File: src/rtl/serial_bus_arbiter_if.sv
// Master/slave request and grant signals shared between the serial bus
// arbiter (slave modport) and the master/slave-port environment (master modport).
interface serial_bus_arbiter_if;
  logic [1:0] m_req;
  logic [1:0] m0_slave_sel;
  logic [1:0] m1_slave_sel;
  logic [2:0] s_ready;
  logic [2:0] s_done;
  logic [1:0] m_grant;
  logic       bus_owner;
  logic [2:0] s_select;
  logic       bus_busy;
  logic       timeout_err;
  logic       decode_err;

  modport slave (
    input  m_req, m0_slave_sel, m1_slave_sel, s_ready, s_done,
    output m_grant, bus_owner, s_select, bus_busy, timeout_err, decode_err
  );

  modport master (
    output m_req, m0_slave_sel, m1_slave_sel, s_ready, s_done,
    input  m_grant, bus_owner, s_select, bus_busy, timeout_err, decode_err
  );
endinterface

File: src/rtl/serial_bus_arbiter.sv
// Round-robin arbiter for two bus masters over three slave ports; grants are
// held for one transaction and released on slave completion, abort or timeout.
module serial_bus_arbiter #(
  parameter int TIMEOUT_CYCLES = 64,
  parameter int CNT_W          = 8
) (
  input  logic                clk,
  input  logic                reset,
  serial_bus_arbiter_if.slave bus
);

  typedef enum logic [1:0] {ST_IDLE, ST_GRANT, ST_RELEASE} state_e;

  localparam logic [CNT_W-1:0] CNT_LAST = CNT_W'(TIMEOUT_CYCLES - 1);

  state_e           state_q, state_d;
  logic             prio_q, prio_d;
  logic             owner_q, owner_d;
  logic [CNT_W-1:0] cnt_q, cnt_d;
  logic [1:0]       grant_q, grant_d;
  logic [2:0]       select_q, select_d;
  logic             busy_q, busy_d;
  logic             tmo_q, tmo_d;
  logic             dec_q, dec_d;

  logic       winner;
  logic [1:0] win_sel;
  logic       done_hit, abort_hit, tmo_hit;

  // Slave readiness is handled by the masters themselves.
  wire unused_s_ready = ^bus.s_ready;

  always_ff @(posedge clk or posedge reset) begin
    if (reset) begin
      state_q  <= ST_IDLE;
      prio_q   <= 1'b0;
      owner_q  <= 1'b0;
      cnt_q    <= '0;
      grant_q  <= '0;
      select_q <= '0;
      busy_q   <= 1'b0;
      tmo_q    <= 1'b0;
      dec_q    <= 1'b0;
    end else begin
      state_q  <= state_d;
      prio_q   <= prio_d;
      owner_q  <= owner_d;
      cnt_q    <= cnt_d;
      grant_q  <= grant_d;
      select_q <= select_d;
      busy_q   <= busy_d;
      tmo_q    <= tmo_d;
      dec_q    <= dec_d;
    end
  end

  always_comb begin
    state_d  = state_q;
    prio_d   = prio_q;
    owner_d  = owner_q;
    cnt_d    = cnt_q;
    grant_d  = grant_q;
    select_d = select_q;
    busy_d   = busy_q;
    tmo_d    = 1'b0;
    dec_d    = 1'b0;

    winner    = (bus.m_req == 2'b11) ? prio_q : bus.m_req[1];
    win_sel   = winner ? bus.m1_slave_sel : bus.m0_slave_sel;
    // select_q holds the latched one-hot target, so only its own done counts.
    done_hit  = |(bus.s_done & select_q);
    abort_hit = ~bus.m_req[owner_q];
    tmo_hit   = (cnt_q == CNT_LAST);

    case (state_q)
      ST_IDLE: begin
        busy_d = 1'b0;
        // The cycle after a decode rejection is skipped, so a retrying
        // invalid requester pulses decode_err every other cycle.
        if (!dec_q && (bus.m_req != 2'b00)) begin
          if (win_sel != 2'd3) begin
            state_d  = ST_GRANT;
            owner_d  = winner;
            grant_d  = 2'b01 << winner;
            select_d = 3'b001 << win_sel;
            busy_d   = 1'b1;
            cnt_d    = '0;
          end else begin
            dec_d  = 1'b1;
            prio_d = ~winner;
          end
        end
      end
      ST_GRANT: begin
        cnt_d = cnt_q + CNT_W'(1);
        if (done_hit || abort_hit || tmo_hit) begin
          state_d  = ST_RELEASE;
          grant_d  = '0;
          select_d = '0;
          tmo_d    = tmo_hit && !done_hit && !abort_hit;
        end
      end
      ST_RELEASE: begin
        prio_d  = ~owner_q;
        busy_d  = 1'b0;
        state_d = ST_IDLE;
      end
      default: begin
        state_d  = ST_IDLE;
        grant_d  = '0;
        select_d = '0;
        busy_d   = 1'b0;
      end
    endcase
  end

  assign bus.m_grant     = grant_q;
  assign bus.bus_owner   = owner_q;
  assign bus.s_select    = select_q;
  assign bus.bus_busy    = busy_q;
  assign bus.timeout_err = tmo_q;
  assign bus.decode_err  = dec_q;

endmodule

File: src/flat_wrapper.sv
// flat-port wrapper written by rule: the top's interface ports become plain ports
module serial_bus_arbiter_flat 
#(
  parameter int TIMEOUT_CYCLES = 64,
  parameter int CNT_W          = 8
)
  (clk, reset, bus_m_req, bus_m0_slave_sel, bus_m1_slave_sel, bus_s_ready, bus_s_done, bus_m_grant, bus_bus_owner, bus_s_select, bus_bus_busy, bus_timeout_err, bus_decode_err);
  serial_bus_arbiter_if bus_i ();
  input  logic clk;
  input  logic reset;
  input wire logic [$bits(bus_i.m_req)-1:0] bus_m_req;
  input wire logic [$bits(bus_i.m0_slave_sel)-1:0] bus_m0_slave_sel;
  input wire logic [$bits(bus_i.m1_slave_sel)-1:0] bus_m1_slave_sel;
  input wire logic [$bits(bus_i.s_ready)-1:0] bus_s_ready;
  input wire logic [$bits(bus_i.s_done)-1:0] bus_s_done;
  output wire logic [$bits(bus_i.m_grant)-1:0] bus_m_grant;
  output wire logic [$bits(bus_i.bus_owner)-1:0] bus_bus_owner;
  output wire logic [$bits(bus_i.s_select)-1:0] bus_s_select;
  output wire logic [$bits(bus_i.bus_busy)-1:0] bus_bus_busy;
  output wire logic [$bits(bus_i.timeout_err)-1:0] bus_timeout_err;
  output wire logic [$bits(bus_i.decode_err)-1:0] bus_decode_err;
  assign bus_i.m_req = bus_m_req;
  assign bus_i.m0_slave_sel = bus_m0_slave_sel;
  assign bus_i.m1_slave_sel = bus_m1_slave_sel;
  assign bus_i.s_ready = bus_s_ready;
  assign bus_i.s_done = bus_s_done;
  assign bus_m_grant = bus_i.m_grant;
  assign bus_bus_owner = bus_i.bus_owner;
  assign bus_s_select = bus_i.s_select;
  assign bus_bus_busy = bus_i.bus_busy;
  assign bus_timeout_err = bus_i.timeout_err;
  assign bus_decode_err = bus_i.decode_err;
  serial_bus_arbiter #(.TIMEOUT_CYCLES(TIMEOUT_CYCLES), .CNT_W(CNT_W)) u_core (.clk(clk), .reset(reset), .bus(bus_i));
endmodule
File: config.mk
export PLATFORM = sky130hd
export DESIGN_NAME = serial_bus_arbiter_flat
export DESIGN_NICKNAME = d
export VERILOG_FILES = /design/src/rtl/serial_bus_arbiter_if.sv /design/src/rtl/serial_bus_arbiter.sv /design/src/flat_wrapper.sv
export SDC_FILE = /design/constraint.sdc
export NUM_CORES = 1
export LEC_CHECK = 0
export BUFFER_PORTS_ARGS = -buffer_cell sky130_fd_sc_hd__buf_2
export CORE_MARGIN = 3
export CORE_UTILIZATION = 25
export CTS_BUF_LIST = sky130_fd_sc_hd__clkbuf_16
export DETAILED_ROUTE_END_ITERATION = 7
export HOLD_SLACK_MARGIN = 0.15
export PLACE_DENSITY_LB_ADDON = 0.3
export REMOVE_ABC_BUFFERS = 1
export SYNTH_ARGS = -nofsm -noshare
export SYNTH_HDL_FRONTEND = slang
export SYNTH_SLANG_ARGS = --single-unit
export TNS_END_PERCENT = 10
File: constraint.sdc
create_clock -name clk -period 4.35 [get_ports clk]
set_clock_uncertainty 0.1 [all_clocks]
set_input_delay 0.87 -clock clk [delete_from_list [all_inputs] [get_ports clk]]
set_output_delay 0.87 -clock clk [all_outputs]
set_load 0.02 [all_outputs]
### After elaboration in Yosys (flattened, before gate mapping)

Index checks and enable logic that the tools add are counted.

* word-level logic and storage cells: 74
* output and inout bits: 9
* register bits: 20
* bits of input ports: 14

* $add $sub $neg: 1
* bitwise gates (word level): 5
* reduce and logical (&&, ||, !) cells: 17
* shift-type cells: 2
* equal/unequal tests: 9
* multiplexer cells: 30
* $lt $le $gt $ge: 1

Operator list (number)
* $mux 8: 2
* $pmux 8 s2: 1
* $mux 2: 7
* $mux 1: 12
* $reduce_and 3->1: 4
* $mux 3: 3
* $pmux 3 s3: 1
* $add 8x1->8 const B: 1
* $eq 8x6->1 const B: 1
* $ne 2x1->1 const B: 3
* $pmux 2 s3: 1
* $reduce_bool 2->1: 3
* $eq 2x2->1 const B: 2
* $ne 2x2->1 const B: 2
* $not 1->1: 4
* $pmux 1 s2: 2
* $pmux 2 s2: 1
* $reduce_and 4->1: 1
* $and 3x3->3: 1
* $logic_and 1x1->1: 3
* $reduce_or 3->1: 1
* $shl 1x2->3 const A: 1
* $eq 2x1->1 const B: 1
* $logic_not 1->1: 2
* other kinds (4): 5

### Longest topological paths before layout

Gate-level depths: netlist (run 1).

* depth in word-level cells: 7
* mapped depth: 6
* depth with buffers taken out: 6

### Least setup slack after synthesis (run 1)

No wires, ideal clock.

* path type: input to register
* start point: input port bus_m_req[1]
* end point: register u_core.select_q[0], in the netlist u_core.bus.s_select[0]
* required time: 4.124 ns
* setup slack: 2.316 ns
* library setup time: 0.126 ns
* data arrival time: 1.807 ns
* path buffers: 0
* stages: 5
* path through: mux2_1 > nand4_1 > nor2_2 > and2_0 > a311o_1

* word-level cells in the longest chain between the ends: 7
* elaborated cells on any way between the ends: 19
* classes of those cells: eq/ne (5); shift (1); mux (7); bitwise (1); reduce/logical (5)

Ends and longest elaborated chain
* start, declared: RTL line flat_wrapper.sv:11 `input wire logic [$bits(bus_i.m_req)-1:0] bus_m_req;`
* $eq 2x2->1 / $mux 1 (equally long branches): RTL line serial_bus_arbiter.sv:68, serial_bus_arbiter.sv:72
* $mux 1 (on tied branches): RTL line serial_bus_arbiter.sv:68, serial_bus_arbiter.sv:72
* $mux 2 / $not 1->1 (equally long branches): RTL line serial_bus_arbiter.sv:69, serial_bus_arbiter.sv:72
* $shl 1x2->3 / $logic_or 1x1->1 (equally long branches): RTL line serial_bus_arbiter.sv:85, serial_bus_arbiter.sv:96
* $mux 3 / $logic_or 1x1->1 (equally long branches): RTL line serial_bus_arbiter.sv:81, serial_bus_arbiter.sv:96
* $mux 3 / $ne 2x1->1 (equally long branches)
* $pmux 3 s3 / $reduce_and 4->1 (equally long branches)
* end signal, assigned: RTL line serial_bus_arbiter.sv:50 `select_q <= select_d;`
* end, declared: RTL line serial_bus_arbiter.sv:21 `logic [2:0] select_q, select_d;`

Several ways; a longest one is shown, not always the timed one. The select of a mux whose other input is x is not followed.
A chain may end at the register's enable or synchronous reset.

### Worst setup path in the final report (run 1)

* start point: input port bus_s_done[0]
* end point: register u_core.select_q[0], in the netlist u_core.bus.s_select[0]

* word-level cells in the longest chain between the ends: 6

Ends and longest elaborated chain
* start, declared: RTL line flat_wrapper.sv:15 `input wire logic [$bits(bus_i.s_done)-1:0] bus_s_done;`
* $and 3x3->3: RTL line serial_bus_arbiter.sv:71 `done_hit = |(bus.s_done & select_q);`
* $reduce_or 3->1: RTL line serial_bus_arbiter.sv:71
* $logic_or 1x1->1 (2 in a row): RTL line serial_bus_arbiter.sv:96 `if (done_hit || abort_hit || tmo_hit) begin`
* $ne 2x1->1 (no line)
* $reduce_and 4->1 (no line)

Every way passes these cells.

==> results.yml, run 1 <==
run_status:
  status: "finished clean"
clocking:
  cts_buffers: 3
  cts.sinks: 20
  cts_resized: 0
  h-tree-depth: 1
  cts_hold_buffers: 0
  cts_tree: "built"
  clk_pin_slew_ns: 0.05
  post_cts_buffers: 0
  clk_latency_ns: 0.25
  clk_path_buf_depth: 2
  root_buffer: "clkbuf_16"
placement:
  place.port_buffers: 19
  placed_cell_area_mm2: 0.001247
  dpl.hpwl_mm: 1.821
  dp_worst_setup_slack_ns: 2.026
  place.gp.congestion: 0.7631
yosys:
  synth_common_cells: "dfrtp_1, nand2_1, nor2_1, o2bb2ai_1, nor3_1"
  seq_area_frac_synth: 0.4530
  ys.flop_type: "dfrtp_1"
  synthArstFlopShare: 1.000
  synth_top_area_frac: 0.4530
  postSynthAreaPerCell_um2: 10.23
  synth_area_leader_cell: "dfrtp_1"
  post-synth-top-count-cell: "dfrtp_1"
  synthCells: 108
  synth-seq-cells: 20
  synth_cell_types: 40
  ys_top_cells_by_area: "dfrtp_1, o2bb2ai_1, mux2i_1"
  yosys_warnings: 0
  synth-edff-count: 0
  syn_area_mm2: 0.001105
final_layout:
  layout-drive-gt1-share: 0.2205
  finalInstanceArea_mm2: 0.001323
  finalNetCount: 144
  synthToLayoutAreaGrowth_pct: 19.71
  antenna_cells: 0
timing:
  finalCritPeriodShare: 0.4699
  finalHoldViolations: 0
  slew_violations: 0
  rsz0062_at_grt: "no"
  worstMarginPinSlew_ns: 0.7760
  max_slew_margin: 0.4821
  setup_ws_ns: 2.306
  finalSetupTns_ns: 0
  min_period_ns: 2.044
  max_freq_ghz: 0.4893
  final-setup-viol-count: 0
setup_path:
  crit_type: "input port to register"
  startpoint_type: "input port"
  arrival_ns: 2.08
  cp_max_fo: 9
  max_stage_delay_ns: 0.38
  crit_path_cell_trace: "buf_2 -> a22oi_1 -> nand4_1 -> nor2_2 -> nor4_1 -> a311o_1"
  required_ns: 4.39
  cp_top_family: "simple AND/OR/NAND/NOR gates"
  slowest_stage: "nor2_2"
  setup.worst_path.end_class: "register"
  cp.buffers_inverters: 1
drt:
  route.detailed.drc: 0
  ant_nets: 0
  via_per_inst: 5.090
  wl_met3_um: 71
  wire_per_inst_um: 13.86
  wl_mm: 2.453
  drt-initial-drc-count: 42
  first_pass_iters: 4
  vias: 901
  highest_layer: "met4"
  wl_met1_mm: 1.193
  dr_wl_met2_mm: 1.144
grt:
  grt_max_degree: 21
  grt_pass1_vias: 929
  overflow: 0
  grt_use_total: 0.1040
  antenna_found_initial: 0
  grt_pass1_wl_mm: 4.305
floorplanning:
  die_h_um: 72.48
  initial_utilization: 0.2666
  dieWidth_um: 72.48
  rows: 23
  core_area_mm2: 0.004144
  io_pins: 23
  fp.dieArea_mm2: 0.005253
run:
  maxCapViolations: 0
worst_hold_path:
  hold_class: "register to register"
power_and_ir_drop:
  power.density_mw_per_mm2: 588.8
  p_leak_uw: 0.0006024
  power_uw: 778.7
  ir_drop_mv: 0.2321
## per-layer routing
layer | track usage | vias to the layer above
met5 | 0 | -
met4 | 0.04918 | 0
met3 | 0.01801 | 3
met2 | 0.1689 | 18
met1 | 0.1341 | 425
li1 | - | 455
## report_power, final
part / internal (uW) / switching, uW
Sequential: 240 / 66.3
Clock: 121 / 65.5
Combinational: 118 / 168
Total: 479 / 300
## path summary, 6_finish.rpt
| check | start | end | slack (ns) | cells after the start |
|---|---|---|---|---|
| max in group asynchronous | reset | u_core.bus.bus_busy | 3.01 | 2 |
| min | u_core.bus.m_grant[0] | u_core.bus.m_grant[0] | 0.40 | 1 |
| max | bus_s_done[0] | u_core.bus.s_select[0] | 2.31 | 6 |
| max reg2reg | u_core.cnt_q[0] | u_core.bus.s_select[0] | 2.43 | 6 |
| min in group asynchronous | reset | u_core.cnt_q[4] | 0.65 | 2 |
| min reg2reg | u_core.bus.m_grant[0] | u_core.bus.m_grant[0] | 0.40 | 1 |
## cells in the final DEF, fill, tap and decap left out, drive strengths merged, types with 2 or more instances in the layout
cell type,instances
dfrtp,20
buf,19
nand2,8
nor2,8
o2bb2ai,7
nor3,6
nand3,6
a21oi,5
mux2i,4
inv,3
nand4,3
a21o,3
and3,3
clkbuf,3
o21bai,2
nand4b,2
nand3b,2
a211o,2
a21boi,2
mux2,2
a2111oi,2
## per-stage QoR
step,hold slack [ns],utilization,instances
after floorplan,0.4010,-,105
after global placement,0.3698,0.3010,174
after detailed placement,0.3941,0.3010,174
after CTS,0.4084,0.3191,177
after global routing,0.4253,0.3191,177
final,0.4023,0.3191,177
## state kept, by name, summed over array words and instances (netlist names)
name / flops
u_core.bus.decode_err: 1
u_core.cnt_q: 8
u_core.bus.m_grant: 2
u_core.bus.timeout_err: 1
u_core.bus.bus_busy: 1
u_core.state_q: 2
u_core.bus.s_select: 3
u_core.bus.bus_owner: 1
u_core.prio_q: 1
## layout make-up
cell class | instances | area (um^2)
Fill cell | 448 | 2821
Multi-Input combinational cell | 82 | 578.1
Sequential cell | 20 | 500.5
Timing Repair Buffer | 19 | 95.09
Clock buffer | 3 | 75.07
Tap cell | 50 | 62.56
Inverter | 3 | 11.26
## logic make-up (layout without fill, tap and decap cells)
group                      count (synthesis)  after routing  share of synthesized area
and+or+nand+nor                           44             44                     0.2299
AOI/OAI and AO/OA                         31             31                     0.2254
DFF                                       20             20                     0.4530
muxes                                      6              6                    0.05663
buffers and inverters                      6             25                    0.02379
adders and majority gates                  1              1                    0.01132
No activity file was read; power rests on OpenSTA's default activity.
==> inputs of run 2 (changes only) <==
--- a/config.mk
+++ b/config.mk
@@ -5,6 +5,7 @@
 export SDC_FILE = /design/constraint.sdc
 export NUM_CORES = 1
 export LEC_CHECK = 0
+export ABC_AREA = 1
 export BUFFER_PORTS_ARGS = -buffer_cell sky130_fd_sc_hd__buf_2
 export CORE_MARGIN = 3
 export CORE_UTILIZATION = 25
==> constraint.sdc (replaced) <==
create_clock -name clk -period 1.8 [get_ports clk]
set_clock_uncertainty 0.1 [all_clocks]
set_input_delay 0.36 -clock clk [delete_from_list [all_inputs] [get_ports clk]]
set_output_delay 0.36 -clock clk [all_outputs]
set_load 0.02 [all_outputs]
==> results.yml, run 2 <==
run_status:
  status: "finished clean"
setup_path:
  required_ns: 1.84
  ff2ff_setup_slack_ns: 0.18
  startpoint_type: "register"
  reg2reg_to: "u_core.bus.s_select[0]"
  arrival_ns: 1.66
  setup.worst_path.end_class: "register"
  crit_type: "register to register"
  cp-startpoint: "u_core.cnt_q[0]"
  cp_max_fo: 5
  r2r_start: "u_core.cnt_q[0]"
  reg2reg_depth: 8
clocking:
  clk_pin_slew_ns: 0.06
  post_cts_buffers: 0
  cts_buffers: 3
  cts_tree: "built"
  h-tree-depth: 1
  root_buffer: "clkbuf_16"
  cts.sinks: 20
  clk_latency_ns: 0.25
  clk_path_buf_depth: 2
timing:
  setup_ws_ns: 0.1815
  max_slew_margin: 0.7880
  rsz0062_at_grt: "no"
  finalCritPeriodShare: 0.8991
  max_freq_ghz: 0.6179
  finalSetupTns_ns: 0
  slew_violations: 0
  min_period_ns: 1.618
  final-setup-viol-count: 0
  finalHoldViolations: 0
  worstMarginPinSlew_ns: 0.3169
drt:
  ant_nets: 0
  first_pass_iters: 4
  via_per_inst: 4.198
  route.detailed.drc: 0
  wire_per_inst_um: 10.31
  drt-initial-drc-count: 42
  vias: 932
  wl_mm: 2.288
final_layout:
  final_common_cell: "nand2_1"
  top_register: "u_core.cnt_q"
  finalNetCount: 188
  final_cell_mix: "nand2_1, dfrtp_1, buf_2"
  antenna_cells: 0
  largest_reg_flops: 8
  synthToLayoutAreaGrowth_pct: 23.71
  final_util: 0.3339
  finalInstanceArea_mm2: 0.001384
  layout-drive-gt1-share: 0.2558
yosys:
  ys_top_cells_by_area: "dfrtp_1, nand2_1, nand3_1"
  synth-seq-cells: 20
  synthCells: 147
  postSynthAreaPerCell_um2: 7.609
  synth_top_area_frac: 0.4474
  seq_area_frac_synth: 0.4474
  synth-xor-area-share: 0
  synth_cell_types: 24
  synth_common_cells: "nand2_1, dfrtp_1, nand3_1, inv_1, nor2_1"
  synth-edff-count: 0
  ys.flop_type: "dfrtp_1"
  synthAdderAreaFrac: 0.01119
  synthArstFlopShare: 1.000
  synth_top_family_by_area: "simple AND/OR/NAND/NOR gates"
  syn_area_mm2: 0.001119
  post-synth-top-count-cell: "nand2_1"
  synth_compound_area_frac: 0.03803
  synth-simple-area-share: 0.4362
  synthMuxAreaShare: 0
  yosys_warnings: 0
  synth_area_leader_cell: "dfrtp_1"
power_and_ir_drop:
  p_leak_uw: 0.0007749
  sequentialPowerShare: 0.344
  power_switching_uw: 831.1
  ir_drop_mv: 0.5075
  intPower_uw: 1185
  p_comb_frac: 0.430
  power.share.clock: 0.226
  power_uw: 2016
  power.density_mw_per_mm2: 1457
  sw_frac_of_total: 0.4123
placement:
  place.port_buffers: 19
  placed_cell_area_mm2: 0.001287
  dp_worst_setup_slack_ns: 0.1836
  place.gp.congestion: 0.7558
  dpl.hpwl_mm: 1.762
floorplanning:
  core_area_mm2: 0.004144
  rows: 23
  die_h_um: 72.89
  initial_utilization: 0.2699
  dieWidth_um: 72.89
  io_pins: 23
  fp.dieArea_mm2: 0.005313
grt:
  overflow: 0
  grt_pass1_wl_mm: 4.133
  grt_use_total: 0.1006
  grt_pass1_vias: 938
  grt_max_degree: 21
  antenna_found_initial: 0
worst_hold_path:
  worstHoldEndpoint: "u_core.bus.timeout_err"
  min_from: "bus_s_done[1]"
  hold_class: "input port to register"
  whs_path_depth: 4
run:
  maxCapViolations: 0
[run 2: cell types whose count changed after synthesis, sizes merged, moves of 4 or more]
cell / delta
mux2i: -4
inv: +15
nor2: +5
o2bb2ai: -7
nor3: -4
nand2: +55
nand3: +10
[run 2: critical path, cell delays in order (launching register included)]
cell and delay (ns):
dfrtp_1 0.39, ha_1 0.22, nand3_2 0.12, nor2_4 0.13
nand3_2 0.12, a21boi_4 0.21, nand2_2 0.11, nand2_1 0.07
nand2_1 0.05
[run 2: worst max-delay path by stage]
stage | to | depth (start not counted) | slack, ns
6_report | u_core.bus.s_select[0] | 8 | 0.18
5_1_grt | u_core.bus.s_select[0] | 8 | 0.003
4_1_cts | u_core.bus.s_select[0] | 8 | 0.16
3_5_place_dp | u_core.bus.s_select[0] | 8 | 0.18
3_3_place_gp | u_core.bus.m_grant[1] | 8 | 0.18
2_1_floorplan | u_core.state_q[1] | 5 | 0.26
[run 2: power groups by stage]
stage | clock [uW] | combinational [uW] | sequential (uW)
finish | 455 | 866 | 694
global route | 492 | 992 | 716
CTS | 475 | 872 | 697
detailed placement | 0 | 869 | 705
global placement | 0 | 858 | 702
floorplan | 0 | 537 | 784
[run 2: layout make-up]
type / instances / area, um^2
tap: 50 / 62.56
multi-input combinational: 107 / 550.5
timing repair buffer: 22 / 120.1
sequential: 20 / 500.5
fill: 461 / 2760
clock inverter: 1 / 3.754
clock buffer: 3 / 75.07
inverter: 19 / 71.32
[run 2: cell families after synthesis]
group,Yosys count
AND/OR/NAND/NOR,101
adder cells (fa/ha/maj),1
AO/OA/AOI/OAI,5
flip-flops,20
buffers and inverters,20
[run 2: repair_timing]
action	in CTS	in global routing
hold endpoints to repair	20	0
gates resized for setup	0	1
setup endpoints to repair	0	2
hold buffers	1	0
[run 2: per-layer routing]
metal,GRT usage,part of all wire,vias to the layer above
li1,-,-,505
met1,0.1353,0.52,405
met3,0.02617,0.052,2
met2,0.1583,0.41,20
met4,0.03074,0.013,0
met5,0,0,-
[run 2: metrics by stage]
stage / hold slack (ns) / cells
after global placement: 0.3032 / 217
final: 0.3270 / 222
after CTS: 0.3229 / 222
after detailed placement: 0.3026 / 217
after global routing: 0.3658 / 222
after floorplan: 0.2238 / 146
